--- config.mk ---
export PLATFORM = sky130hd
export DESIGN_NAME = fxp_cordic_lr
export DESIGN_NICKNAME = d
export VERILOG_FILES = /design/src/rtl/fxp_cordic_pkg.sv /design/src/rtl/fxp_adder.sv /design/src/rtl/fxp_cordic_lr.sv
export SDC_FILE = /design/constraint.sdc
export NUM_CORES = 1
export LEC_CHECK = 0
export ABC_AREA = 0
export BUFFER_PORTS_ARGS = -buffer_cell sky130_fd_sc_hd__buf_2
export CORE_ASPECT_RATIO = 1.25
export CORE_UTILIZATION = 45
export DETAILED_ROUTE_END_ITERATION = 10
export GPL_ROUTABILITY_DRIVEN = 0
export PLACE_DENSITY = 0.66
export RECOVER_POWER = 50
export SLEW_MARGIN = 20
export SYNTH_ARGS = -nofsm -noshare
export SYNTH_HDL_FRONTEND = slang
export SYNTH_SLANG_ARGS = --single-unit
--- constraint.sdc ---
create_clock -name CLK -period 5.9 [get_ports CLK]
set_input_delay 1.475 -clock CLK [delete_from_list [all_inputs] [get_ports CLK]]
set_output_delay 1.475 -clock CLK [all_outputs]
set_load 0.02 [all_outputs]
--- src/rtl/fxp_cordic_pkg.sv ---
// rtl/fxp_cordic_pkg.sv - shared CORDIC state encoding and fixed-point constant helpers
package fxp_cordic_pkg;

  typedef enum logic [1:0] {
    ST_IDLE = 2'd0,
    ST_ITER = 2'd1,
    ST_DRDY = 2'd2
  } cordic_state_t;

  function automatic longint fxp_zero();
    return longint'(0);
  endfunction

  function automatic longint fxp_one(input int point);
    return longint'(1) << point;
  endfunction

  function automatic longint fxp_two(input int point);
    return longint'(2) << point;
  endfunction

  function automatic longint fxp_max(input int width);
    return (longint'(1) << (width - 1)) - longint'(1);
  endfunction

  function automatic longint fxp_min(input int width);
    return -(longint'(1) << (width - 1));
  endfunction

endpackage

--- src/rtl/fxp_adder.sv ---
// rtl/fxp_adder.sv - signed add/subtract with two's complement overflow flag
module fxp_adder #(
  parameter int C_FXP_WIDTH = 16
) (
  input  logic [C_FXP_WIDTH-1:0] A_IN,
  input  logic [C_FXP_WIDTH-1:0] B_IN,
  input  logic                   S_OPE,
  output logic [C_FXP_WIDTH-1:0] S_OUT,
  output logic                   S_OF_FLAG
);

  logic [C_FXP_WIDTH-1:0] w_b;

  // S_OPE=1 subtracts: A + ~B + 1
  always_comb begin
    w_b       = S_OPE ? ~B_IN : B_IN;
    S_OUT     = A_IN + w_b + {{(C_FXP_WIDTH-1){1'b0}}, S_OPE};
    S_OF_FLAG = (A_IN[C_FXP_WIDTH-1] == w_b[C_FXP_WIDTH-1]) &&
                (S_OUT[C_FXP_WIDTH-1] != A_IN[C_FXP_WIDTH-1]);
  end

endmodule

--- src/rtl/fxp_cordic_lr.sv ---
// rtl/fxp_cordic_lr.sv - iterative linear-rotation CORDIC computing Y_IN + X_IN*Z_IN
module fxp_cordic_lr
  import fxp_cordic_pkg::*;
#(
  parameter int C_FXP_WIDTH   = 16,
  parameter int C_FXP_POINT   = 12,
  parameter int C_COR_ITER    = 16,
  parameter int C_MEMPTR_SIZE = $clog2(C_COR_ITER)
) (
  input  logic                   CLK,
  input  logic                   RST,
  input  logic                   START,
  output logic                   BUSY,
  output logic                   DATA_RDY,
  output logic                   OVF,
  input  logic [C_FXP_WIDTH-1:0] X_IN,
  input  logic [C_FXP_WIDTH-1:0] Y_IN,
  input  logic [C_FXP_WIDTH-1:0] Z_IN,
  output logic [C_FXP_WIDTH-1:0] Y_OUT
);

  localparam logic [C_FXP_WIDTH-1:0]   C_ZERO = C_FXP_WIDTH'(fxp_zero());
  localparam logic [C_FXP_WIDTH-1:0]   C_ONE  = C_FXP_WIDTH'(fxp_one(C_FXP_POINT));
  localparam logic [C_FXP_WIDTH-1:0]   C_TWO  = C_FXP_WIDTH'(fxp_two(C_FXP_POINT));
  localparam logic [C_FXP_WIDTH-1:0]   C_MAX  = C_FXP_WIDTH'(fxp_max(C_FXP_WIDTH));
  localparam logic [C_FXP_WIDTH-1:0]   C_MIN  = C_FXP_WIDTH'(fxp_min(C_FXP_WIDTH));
  localparam logic [C_MEMPTR_SIZE-1:0] C_LAST = C_MEMPTR_SIZE'(C_COR_ITER - 1);

  cordic_state_t                   r_state;
  logic signed [C_FXP_WIDTH-1:0]   r_x;
  logic signed [C_FXP_WIDTH-1:0]   r_y;
  logic signed [C_FXP_WIDTH-1:0]   r_z;
  logic        [C_MEMPTR_SIZE-1:0] r_iter;
  logic                            r_sat;
  logic                            r_busy;
  logic                            r_drdy;
  logic                            r_ovf;
  logic        [C_FXP_WIDTH-1:0]   r_yout;

  logic signed [C_FXP_WIDTH-1:0]   w_x_shift;
  logic        [C_FXP_WIDTH-1:0]   w_one_shift;
  logic                            w_neg;
  logic        [C_FXP_WIDTH-1:0]   w_y_sum;
  logic        [C_FXP_WIDTH-1:0]   w_z_sum;
  logic                            w_y_of;
  logic                            w_z_of;
  logic        [C_FXP_WIDTH-1:0]   w_y_next;
  logic                            w_z_range;

  assign w_x_shift   = r_x >>> r_iter;
  assign w_one_shift = C_ONE >> r_iter;
  assign w_neg       = r_z[C_FXP_WIDTH-1];
  assign w_z_range   = ($signed(Z_IN) >= $signed(C_TWO)) || ($signed(Z_IN) <= -$signed(C_TWO));

  // y += d*(x >>> i): d=-1 (subtract) when z is negative
  fxp_adder #(.C_FXP_WIDTH(C_FXP_WIDTH)) u_y_add (
    .A_IN      (r_y),
    .B_IN      (w_x_shift),
    .S_OPE     (w_neg),
    .S_OUT     (w_y_sum),
    .S_OF_FLAG (w_y_of)
  );

  // z -= d*(ONE >> i): drives z toward zero
  fxp_adder #(.C_FXP_WIDTH(C_FXP_WIDTH)) u_z_add (
    .A_IN      (r_z),
    .B_IN      (w_one_shift),
    .S_OPE     (~w_neg),
    .S_OUT     (w_z_sum),
    .S_OF_FLAG (w_z_of)
  );

  // Once y has clipped, later micro-rotations would walk it off the rail by an amount
  // unrelated to the true result, so the clipped value is held for the rest of the operation.
  always_comb begin
    w_y_next = w_y_sum;
    if (r_sat) begin
      w_y_next = r_y;
    end else if (w_y_of) begin
      w_y_next = w_y_sum[C_FXP_WIDTH-1] ? C_MAX : C_MIN;
    end
  end

  // Control FSM with registered handshake outputs and datapath registers
  always_ff @(posedge CLK) begin
    if (RST) begin
      r_state <= ST_IDLE;
      r_x     <= C_ZERO;
      r_y     <= C_ZERO;
      r_z     <= C_ZERO;
      r_iter  <= '0;
      r_sat   <= 1'b0;
      r_busy  <= 1'b0;
      r_drdy  <= 1'b0;
      r_ovf   <= 1'b0;
      r_yout  <= C_ZERO;
    end else begin
      case (r_state)
        ST_IDLE: begin
          r_drdy <= 1'b0;
          if (START) begin
            r_x     <= X_IN;
            r_y     <= Y_IN;
            r_z     <= Z_IN;
            r_iter  <= '0;
            r_sat   <= 1'b0;
            r_ovf   <= w_z_range;
            r_busy  <= 1'b1;
            r_state <= ST_ITER;
          end
        end
        ST_ITER: begin
          r_y    <= w_y_next;
          r_z    <= w_z_sum;
          r_iter <= r_iter + C_MEMPTR_SIZE'(1);
          if ((w_y_of && !r_sat) || w_z_of) begin
            r_ovf <= 1'b1;
          end
          if (w_y_of) begin
            r_sat <= 1'b1;
          end
          if (r_iter == C_LAST) begin
            r_yout  <= w_y_next;
            r_busy  <= 1'b0;
            r_drdy  <= 1'b1;
            r_state <= ST_DRDY;
          end
        end
        ST_DRDY: begin
          r_drdy  <= 1'b0;
          r_state <= ST_IDLE;
        end
        default: begin
          r_busy  <= 1'b0;
          r_drdy  <= 1'b0;
          r_state <= ST_IDLE;
        end
      endcase
    end
  end

  assign BUSY     = r_busy;
  assign DATA_RDY = r_drdy;
  assign OVF      = r_ovf;
  assign Y_OUT    = r_yout;

endmodule

==> results of run 1 <==
-- layout make-up --
type	count	area, um^2
multi-input cells	570	3780
clock inverters	4	51.3
fillers	1160	5580
clock buffers	12	246
flip-flops and latches	74	1480
repair buffers	77	373
inverters	18	67.6
well taps	161	201
-- registers in the layout, summed over array words and instances (netlist names) --
| name | count |
|---|---|
| BUSY | 1 |
| r_sat | 1 |
| r_y | 16 |
| r_state | 2 |
| r_x | 16 |
| OVF | 1 |
| DATA_RDY | 1 |
| r_z | 16 |
| r_iter | 4 |
| Y_OUT | 16 |
-- layout by cell type, fill, tap and decap left out, drive strengths merged, types with 12 or more instances in the layout --
master,netlist,layout
mux2i,14,14
dfxtp,74,74
o21ai,48,48
nand2,87,87
nor2,46,46
xnor2,36,36
buf,7,55
a22oi,20,20
a21oi,81,81
o22ai,12,12
inv,17,17
clkbuf,37,34
ha,35,35
a211oi,15,15
nor2b,24,24
nor3,19,19
-- critical path: cells and delay by family, from the launching register on --
kind / cells / cell delay [ns]
compound gates: 8 / 2.00
mux: 2 / 0.71
fa+ha+maj: 1 / 0.37
simple gates: 2 / 0.65
xor+xnor: 1 / 0.17
flops: 1 / 0.89
-- routing by layer --
layer	track usage	vias to the layer above	wire (um)
met1	0.353	2560	7050
met5	0	-	0
met3	0.0486	38	1040
li1	-	2652	-
met4	0.0887	0	465
met2	0.423	213	7500
-- final timing paths --
path | startpoint | to | slack (ns) | cells after the start
worst max register to register | r_iter[2]$_SDFFE_PP0P_ | r_y[10]$_SDFFE_PP0P_ | 1.01 | 14
worst min-delay path | r_x[0]$_SDFFE_PP0P_ | r_x[0]$_SDFFE_PP0P_ | 0.46 | 2
worst max-delay path | r_iter[2]$_SDFFE_PP0P_ | r_y[10]$_SDFFE_PP0P_ | 1.01 | 14
worst min register to register | r_x[0]$_SDFFE_PP0P_ | r_x[0]$_SDFFE_PP0P_ | 0.46 | 2
-- power by group --
part           total [W]  internal [W]  switching (W)  leakage [nW]
Sequential      0.000661      0.000572      0.0000891         0.607
Clock           0.000563      0.000340       0.000223         0.143
Combinational    0.00126      0.000545       0.000710          1.76
-- per-stage QoR --
step | hold slack, ns | setup WS (ns)
2_1_floorplan | 0.434 | 1.66
3_3_place_gp | 0.442 | 1.29
3_5_place_dp | 0.447 | 1.13
4_1_cts | 0.461 | 1.12
5_1_grt | 0.485 | 0.659
6_report | 0.462 | 1.01
-- cell families after synthesis --
family / count (synthesis) / share of synthesized area
buffers and inverters: 62 / 0.0435
DFF: 74 / 0.270
xor gates and xnor gates: 47 / 0.0749
adders and majority gates: 37 / 0.0870
muxes: 25 / 0.0603
AOI/OAI and AO/OA: 239 / 0.277
and+or+nand+nor: 222 / 0.188
==> impl_metrics.yaml, run 1 <==
die:
  placeableCoreArea_mm2: 0.0118
  start_util: 0.467
  die-area_mm2: 0.0127
  pin_count: 70
  fp.dieH_um: 126
  chipWidth_um: 101
  rows: 44
setup_path:
  worst-endpoint-arrival_ns: 5.12
  path_class: "reg2reg"
  path_cells: "mux2i_1, mux4_2, a21boi_0, xnor2_1, ha_1, a21oi_1, o21ai_0, a21o_1, a21oi_1, o2111a_1, nand3_1, a211oi_1, nor3_1, a221o_1"
  cp_common_cell: "a21oi_1"
  crit_path_start_kind: "register"
  slowest_stage: "dfxtp_1"
  critPathCaptureType: "register"
  worstPathRequired_ns: 6.13
  cp_max_fo: 27
  cp_slowest_stage_delay_ns: 0.89
routing:
  wl_per_cell_um: 17.5
  ant_nets: 0
  drt_iter0_drc: 424
  vias_per_cell: 5.96
  wl_mm: 16.1
  drc: 0
  dr.pass1.iters: 8
  num_vias: 5463
outcome:
  violations: "capacitance limit, slew limit"
  status: "finished, violations left"
synth:
  synthTopCellsByArea: "dfxtp_1 (27%), ha_1 (8.0%), a21oi_1 (7.4%), nand2_1 (5.9%), xnor2_1 (5.7%)"
  synthFlopType: "dfxtp_1"
  syn_area_per_cell_um2: 7.79
  synth.ff_latch_count: 74
  ys_warn_count: 0
  synth_top_area_share: 0.270
  ys_seq_area_frac: 0.270
  syn_area_mm2: 0.00550
  yosys-top-cells-count: "nand2_1 (87), a21oi_1 (81), dfxtp_1 (74)"
  synth_edf_count: 0
  yosysMostFrequentCell: "nand2_1"
  synth_cell_type_count: 63
  synth_top_area_cell: "dfxtp_1"
  synth_nets: 794
  syn-instance-count: 706
  synthArstFlopShare: 0
clock_tree:
  htree_levels: 3
  clockBufferDepth: 2
  post_cts_buffers: 0
  cts_resized: 0
  cts_sinks: 74
  cts_hold_buf: 0
  clockRootBuffer: "clkbuf_16"
  path_clk_slew_ns: 0.06
  cts_buffers: 9
  cts_tree: "yes"
  clock_latency_ns: 0.34
power:
  irDropWorstVdd_mv: 0.140
  p_leak_nw: 2.51
  power.total_w: 0.00248
  power_density_mw_per_mm2: 400
timing:
  fin_skew_ns: 0.00725
  hold_viol_final: 0
  rsz0062_at_grt: "false"
  tns_ns: 0
  setup_violations: 0
  fin_crit_sh: 0.829
  max_freq_mhz: 205
  worst_pin_slew_ns: 1.55
  slew_headroom: -0.0351
  maxSlewViolCount: 61
  period_minus_slack_ns: 4.89
global_route:
  grt_pass1_vias: 5261
  gr-total-overflow: 0
  grt_max_degree: 33
  grt_pass1_wl_mm: 26.2
  antenna_found_initial: 0
  grt.total_usage: 0.264
place:
  dp.cells: 900
  post-dp-hpwl_mm: 11.6
  placed_area_mm2: 0.00594
  io_buffers: 69
layout:
  final_util: 0.526
  area_delta_synth_final_pct: 12.8
  antenna_cells: 0
  final_layout_size_suffix_gt1_frac: 0.119
  fin_area_mm2: 0.00620
  fin_cells: 916
  final_net_count: 838
run:
  drv_cap: 2
hold_path:
  hold_class: "reg2reg"
(Power assumes the default switching activity.)
==> run 2, diff against run 1 <==
Settings changed: ABC_AREA 0 to 1.
Clock period 5.9 ns to 4.9 ns, I/O delays scaled along.
==> impl_metrics.yaml, run 2 <==
timing:
  setup_violations: 0
  worst_pin_slew_ns: 2.03
  maxSlewViolCount: 33
  slew_headroom: -0.358
  tns_ns: 0
  hold_viol_final: 0
  period_minus_slack_ns: 4.04
  rsz0062_at_grt: "false"
  max_freq_mhz: 247
  fin_crit_sh: 0.825
  fin_skew_ns: 0.00734
die:
  pin_count: 70
  fp.dieH_um: 124
  chipWidth_um: 99.7
  rows: 44
  placeableCoreArea_mm2: 0.0116
  start_util: 0.462
  die-area_mm2: 0.0124
global_route:
  antenna_found_initial: 0
  grt_pass1_wl_mm: 24.0
  gr-total-overflow: 0
  grt_pass1_vias: 5104
  grt_max_degree: 42
  grt.total_usage: 0.248
hold_path:
  hold_class: "reg2reg"
  worstHoldStart: "DATA_RDY$_SDFFE_PP0P_"
  hold-path-cell-count: 2
  min_delay_worst_endpoint: "DATA_RDY$_SDFFE_PP0P_"
setup_path:
  rr_startpoint: "r_iter[0]$_SDFFE_PP0P_"
  path_class: "reg2reg"
  critPathCaptureType: "register"
  worst-endpoint-arrival_ns: 4.27
  cp_max_fo: 15
  worst_r2r_path_depth: 20
  crit_path_start_kind: "register"
  r2r_end: "r_y[4]$_SDFFE_PP0P_"
  rrSetupSlack_ns: 0.86
  worstPathRequired_ns: 5.13
clock_tree:
  cts_sinks: 74
  clockRootBuffer: "clkbuf_16"
  clock_latency_ns: 0.34
  cts_buffers: 9
  path_clk_slew_ns: 0.06
  post_cts_buffers: 0
  htree_levels: 3
  clockBufferDepth: 2
  cts_resized: 0
  cts_hold_buf: 0
  cts_tree: "yes"
synth:
  synthTopCellsByArea: "dfxtp_1 (28%), nand2_1 (11%), ha_1 (8.2%), o21ai_0 (7.3%), xor2_1 (6.4%)"
  synth_top_area_cell: "dfxtp_1"
  syn_area_per_cell_um2: 7.02
  syn-instance-count: 765
  syn_area_mm2: 0.00537
  synthFlopType: "dfxtp_1"
  synth_edf_count: 0
  yosys-top-cells-count: "nand2_1 (155), o21ai_0 (78), dfxtp_1 (74)"
  synthArstFlopShare: 0
  synth_nets: 853
  synth_cell_type_count: 43
  yosysMostFrequentCell: "nand2_1"
  synth_top_area_share: 0.276
  ys_warn_count: 0
  synth.ff_latch_count: 74
  ys_seq_area_frac: 0.276
routing:
  dr.pass1.iters: 5
  wl_per_cell_um: 14.8
  ant_nets: 0
  vias_per_cell: 5.35
  drc: 0
  num_vias: 5272
  wl_mm: 14.5
  drt_iter0_drc: 321
layout:
  final_net_count: 907
  final_cell_mix: "nand2_1 (155), o21ai_0 (79), dfxtp_1 (74)"
  fin_area_mm2: 0.00607
  area_delta_synth_final_pct: 13.0
  final_layout_size_suffix_gt1_frac: 0.138
  antenna_cells: 0
  final_common_cell: "nand2_1"
place:
  io_buffers: 69
  placed_area_mm2: 0.00581
  post-dp-hpwl_mm: 11.4
run:
  drv_cap: 1
outcome:
  violations: "capacitance limit, slew limit"
  status: "finished, violations left"
power:
  power_density_mw_per_mm2: 516
  p_leak_nw: 2.74
  irDropWorstVdd_mv: 0.265
==> run 2: cell count changes in the layout (fill, tap and decap cells not counted), moves of 16 or more <==
| cell | before | now |
|---|---|---|
| a21oi_1 | 81 | 47 |
| inv_1 | 15 | 63 |
| nand2_1 | 87 | 155 |
| nand3_1 | 10 | 45 |
| nor2_1 | 45 | 62 |
| nor2b_1 | 23 | 0 |
| nor3_1 | 18 | 2 |
| o21ai_0 | 46 | 79 |
| xnor2_1 | 36 | 12 |
| xor2_1 | 11 | 39 |
==> run 2: where the power goes <==
part | leakage (nW) | switching (W) | internal, W
Combinational | 1.99 | 0.00103 | 0.000653
Sequential | 0.608 | 0.0000876 | 0.000701
Clock | 0.142 | 0.000296 | 0.000357
Total | 2.74 | 0.00142 | 0.00171
==> run 2: how the worst max path moves through the flow <==
stage / from / endpoint / depth (start not counted)
after floorplan: r_iter[0]$_SDFFE_PP0P_ / r_y[12]$_SDFFE_PP0P_ / 24
after CTS: r_iter[0]$_SDFFE_PP0P_ / r_y[4]$_SDFFE_PP0P_ / 23
after detailed placement: r_iter[0]$_SDFFE_PP0P_ / r_y[4]$_SDFFE_PP0P_ / 23
after global placement: r_iter[3]$_SDFFE_PP0P_ / r_y[4]$_SDFFE_PP0P_ / 16
after global routing: r_iter[0]$_SDFFE_PP0P_ / Y_OUT[3]$_SDFFE_PP0P_ / 19
final: r_iter[0]$_SDFFE_PP0P_ / r_y[4]$_SDFFE_PP0P_ / 20
==> run 2: cell type report <==
class                           instances  area [um^2]
Clock buffer                            9          225
Clock inverter                          7         70.1
Fill cell                            1187         5550
Inverter                               70          267
Multi-Input combinational cell        588         3460
Sequential cell                        74         1480
Tap cell                              161          201
Timing Repair Buffer                   76          364
==> run 2: cell families after synthesis <==
kind of cell / Yosys count / share of synthesized area
AO/OA/AOI/OAI: 210 / 0.237
buffers and inverters: 103 / 0.0797
XOR/XNOR: 51 / 0.0832
flip-flops: 74 / 0.276
AND/OR/NAND/NOR: 290 / 0.235
adder cells (fa/ha/maj): 37 / 0.0890
==> run 2: metal layers <==
metal / track usage / up-vias / wire length (um) / part of all wire
met3: 0.0376 / 43 / 638 / 0.044
met4: 0.156 / 0 / 710 / 0.049
met1: 0.277 / 2374 / 6060 / 0.42
li1: - / 2687 / - / -
met2: 0.442 / 168 / 7130 / 0.49
met5: 0 / - / 0 / 0
==> run 2: critical path, cell delays in order, from the launching register on <==
cell and delay, ns:
dfxtp_1 0.54, clkbuf_1 0.42, nand2_1 0.09, o21ai_0 0.13, o21ai_0 0.16, a221oi_1 0.46
xor2_1 0.23, ha_1 0.31, nand2_1 0.13, nor2_1 0.06, nor2_1 0.17, nand2_4 0.10
nand2_4 0.07, nand2_4 0.07, inv_2 0.08, nor2_4 0.04, nor2_4 0.35, o21ai_1 0.13
o21ai_1 0.14, nor2_1 0.06, o21a_1 0.17
==> run 2: metrics by stage <==
step	total power, W	util	setup WS (ns)	hold WS (ns)	cells
final	0.00313	0.522	0.859	0.449	985
after detailed placement	0.00248	0.500	1.04	0.440	969
after global routing	0.00339	0.522	0.486	0.473	985
after floorplan	0.00213	-	1.65	0.439	765
after global placement	0.00245	0.500	1.13	0.436	969
after CTS	0.00315	0.525	0.975	0.450	985
==> run 3, diff against run 2 <==
Settings changed: PLACE_DENSITY 0.66 to 0.68.
Clock period 4.9 ns to 3.7 ns, I/O delays scaled along.
==> impl_metrics.yaml, run 3 (synthesis results as in run 2) <==
setup_path:
  worst_r2r_path_depth: 18
  worstPathRequired_ns: 3.93
  slowest_stage: "dfxtp_1"
  crit_path_start_kind: "register"
  path_cells: "clkinvlp_4, nand2_1, nand2_1, o21ai_0, o21ai_1, xor2_1, ha_1, a21oi_1, o21ai_0, a21oi_2, nand2_4, inv_2, nor2_4, nor2_4, o21ai_1, o21ai_1, nor2_1, o21a_1"
  rr_startpoint: "r_iter[1]$_SDFFE_PP0P_"
  cpLargestDelayFamily: "compound AO/OA/AOI/OAI gates"
  r2r_end: "r_y[4]$_SDFFE_PP0P_"
  cp_slowest_stage_delay_ns: 0.40
  crit_buf_inv: 2
  cp_max_fo: 12
  rrSetupSlack_ns: 0.13
  path_class: "reg2reg"
  critPathCaptureType: "register"
  worst-endpoint-arrival_ns: 3.80
  cp_common_cell: "o21ai_1"
global_route:
  grt_max_degree: 40
  antenna_found_initial: 0
  grt_pass1_wl_mm: 23.8
  grt_pass1_vias: 5201
  gr-total-overflow: 0
  grt.total_usage: 0.245
power:
  p_leak_nw: 2.85
  p_comb_frac: 0.542
  clock_power_share: 0.214
  seq_power_share: 0.245
  power_density_mw_per_mm2: 684
  p_int_w: 0.00241
  p_switching_w: 0.00188
  power.total_w: 0.00428
  switching_share: 0.438
  irDropWorstVdd_mv: 0.285
routing:
  drc: 0
  vias_per_cell: 5.39
  ant_nets: 0
  dr.pass1.iters: 7
  drt_iter0_drc: 245
  wl_mm: 14.8
  wl_per_cell_um: 14.7
  num_vias: 5422
timing:
  hold_viol_final: 0
  worst_pin_slew_ns: 1.37
  fin_crit_sh: 0.965
  hold_ws_ns: 0.457
  fin_skew_ns: 0.00987
  setup_violations: 0
  slew_headroom: 0.0855
  max_freq_mhz: 280
  maxSlewViolCount: 0
  period_minus_slack_ns: 3.57
layout:
  final_common_cell: "nand2_1"
  final_cell_mix: "nand2_1 (155), dfxtp_1 (73), o21ai_0 (73)"
  fin_cells: 1006
  final_layout_size_suffix_gt1_frac: 0.162
  final_util: 0.539
  antenna_cells: 0
  area_delta_synth_final_pct: 16.6
  n_fill_cell: 1176
  final_net_count: 928
die:
  pin_count: 70
  die-area_mm2: 0.0124
  fp.dieH_um: 124
  chipWidth_um: 99.7
  start_util: 0.462
  rows: 44
  placeableCoreArea_mm2: 0.0116
hold_path:
  min_delay_worst_endpoint: "DATA_RDY$_SDFFE_PP0P_"
  worstHoldStart: "DATA_RDY$_SDFFE_PP0P_"
  hold_class: "reg2reg"
  hold-path-cell-count: 2
place:
  io_buffers: 69
  dp.cells: 982
  post-dp-hpwl_mm: 11.4
clock_tree:
  clockRootBuffer: "clkbuf_16"
  clockBufferDepth: 2
  cts_buffers: 9
  cts_sinks: 74
  path_clk_slew_ns: 0.07
  clock_latency_ns: 0.34
  htree_levels: 3
  cts_tree: "yes"
outcome:
  status: "completed"
run:
  drv_cap: 0
## run 3: power groups by stage
stage	Clock [W]	Sequential, W	Combinational [W]
CTS	0.000929	0.00104	0.00226
detailed placement	0	0.00106	0.00224
global placement	0	0.00106	0.00219
floorplan	0	0.00102	0.00180
global route	0.000958	0.00106	0.00259
finish	0.000914	0.00105	0.00232
## run 3: metrics by stage
step | TNS, ns | worst slack (ns) | area, um^2
floorplan | 0 | 0.450 | 5370
finish | 0 | 0.130 | 6260
global route | -0.0733 | -0.0318 | 6260
detailed placement | 0 | 0.110 | 5920
CTS | 0 | 0.0874 | 6230
global placement | 0 | 0.162 | 5920
## run 3: area by class of cell
| class | count | area [um^2] | area share |
|---|---|---|---|
| flip-flops and latches | 74 | 1480 | 0.237 |
| multi-input cells | 588 | 3470 | 0.554 |
| repair buffers | 97 | 527 | 0.0841 |
| well taps | 161 | 201 | 0.0322 |
| inverters | 70 | 270 | 0.0432 |
| clock buffers | 10 | 239 | 0.0382 |
| clock inverters | 6 | 70.1 | 0.0112 |
## run 3: tightest hold or removal path: stages (launching register included)
cell,delay [ns]
dfxtp_1,0.31
inv_1,0.05
a21oi_1,0.05
## run 3: worst max path at each step
| stage | end | depth (start not counted) | startpoint | slack [ns] |
|---|---|---|---|---|
| 5_1_grt | r_y[4]$_SDFFE_PP0P_ | 19 | r_iter[1]$_SDFFE_PP0P_ | -0.03 |
| 4_1_cts | r_y[12]$_SDFFE_PP0P_ | 22 | r_iter[0]$_SDFFE_PP0P_ | 0.09 |
| 6_report | r_y[4]$_SDFFE_PP0P_ | 18 | r_iter[1]$_SDFFE_PP0P_ | 0.13 |
| 3_5_place_dp | r_z[14]$_SDFFE_PP0P_ | 17 | r_iter[1]$_SDFFE_PP0P_ | 0.11 |
| 3_3_place_gp | r_y[12]$_SDFFE_PP0P_ | 22 | r_iter[0]$_SDFFE_PP0P_ | 0.16 |
| 2_1_floorplan | r_y[12]$_SDFFE_PP0P_ | 24 | r_iter[0]$_SDFFE_PP0P_ | 0.45 |
## run 3: what timing repair did
| action | in CTS | in global routing |
|---|---|---|
| endpoints found under the setup margin | 0 | 15 |
| setup buffers | 0 | 8 |
| hold buffers | 0 | 0 |
| gates resized for setup | 0 | 10 |
## run 3: routing by layer
metal  share of wire  vias to the layer above  track usage
met5               0                        -            0
met4           0.025                        0        0.100
met3           0.046                       26       0.0398
met2            0.50                      163        0.448
met1            0.43                     2502        0.282
li1                -                     2731            -
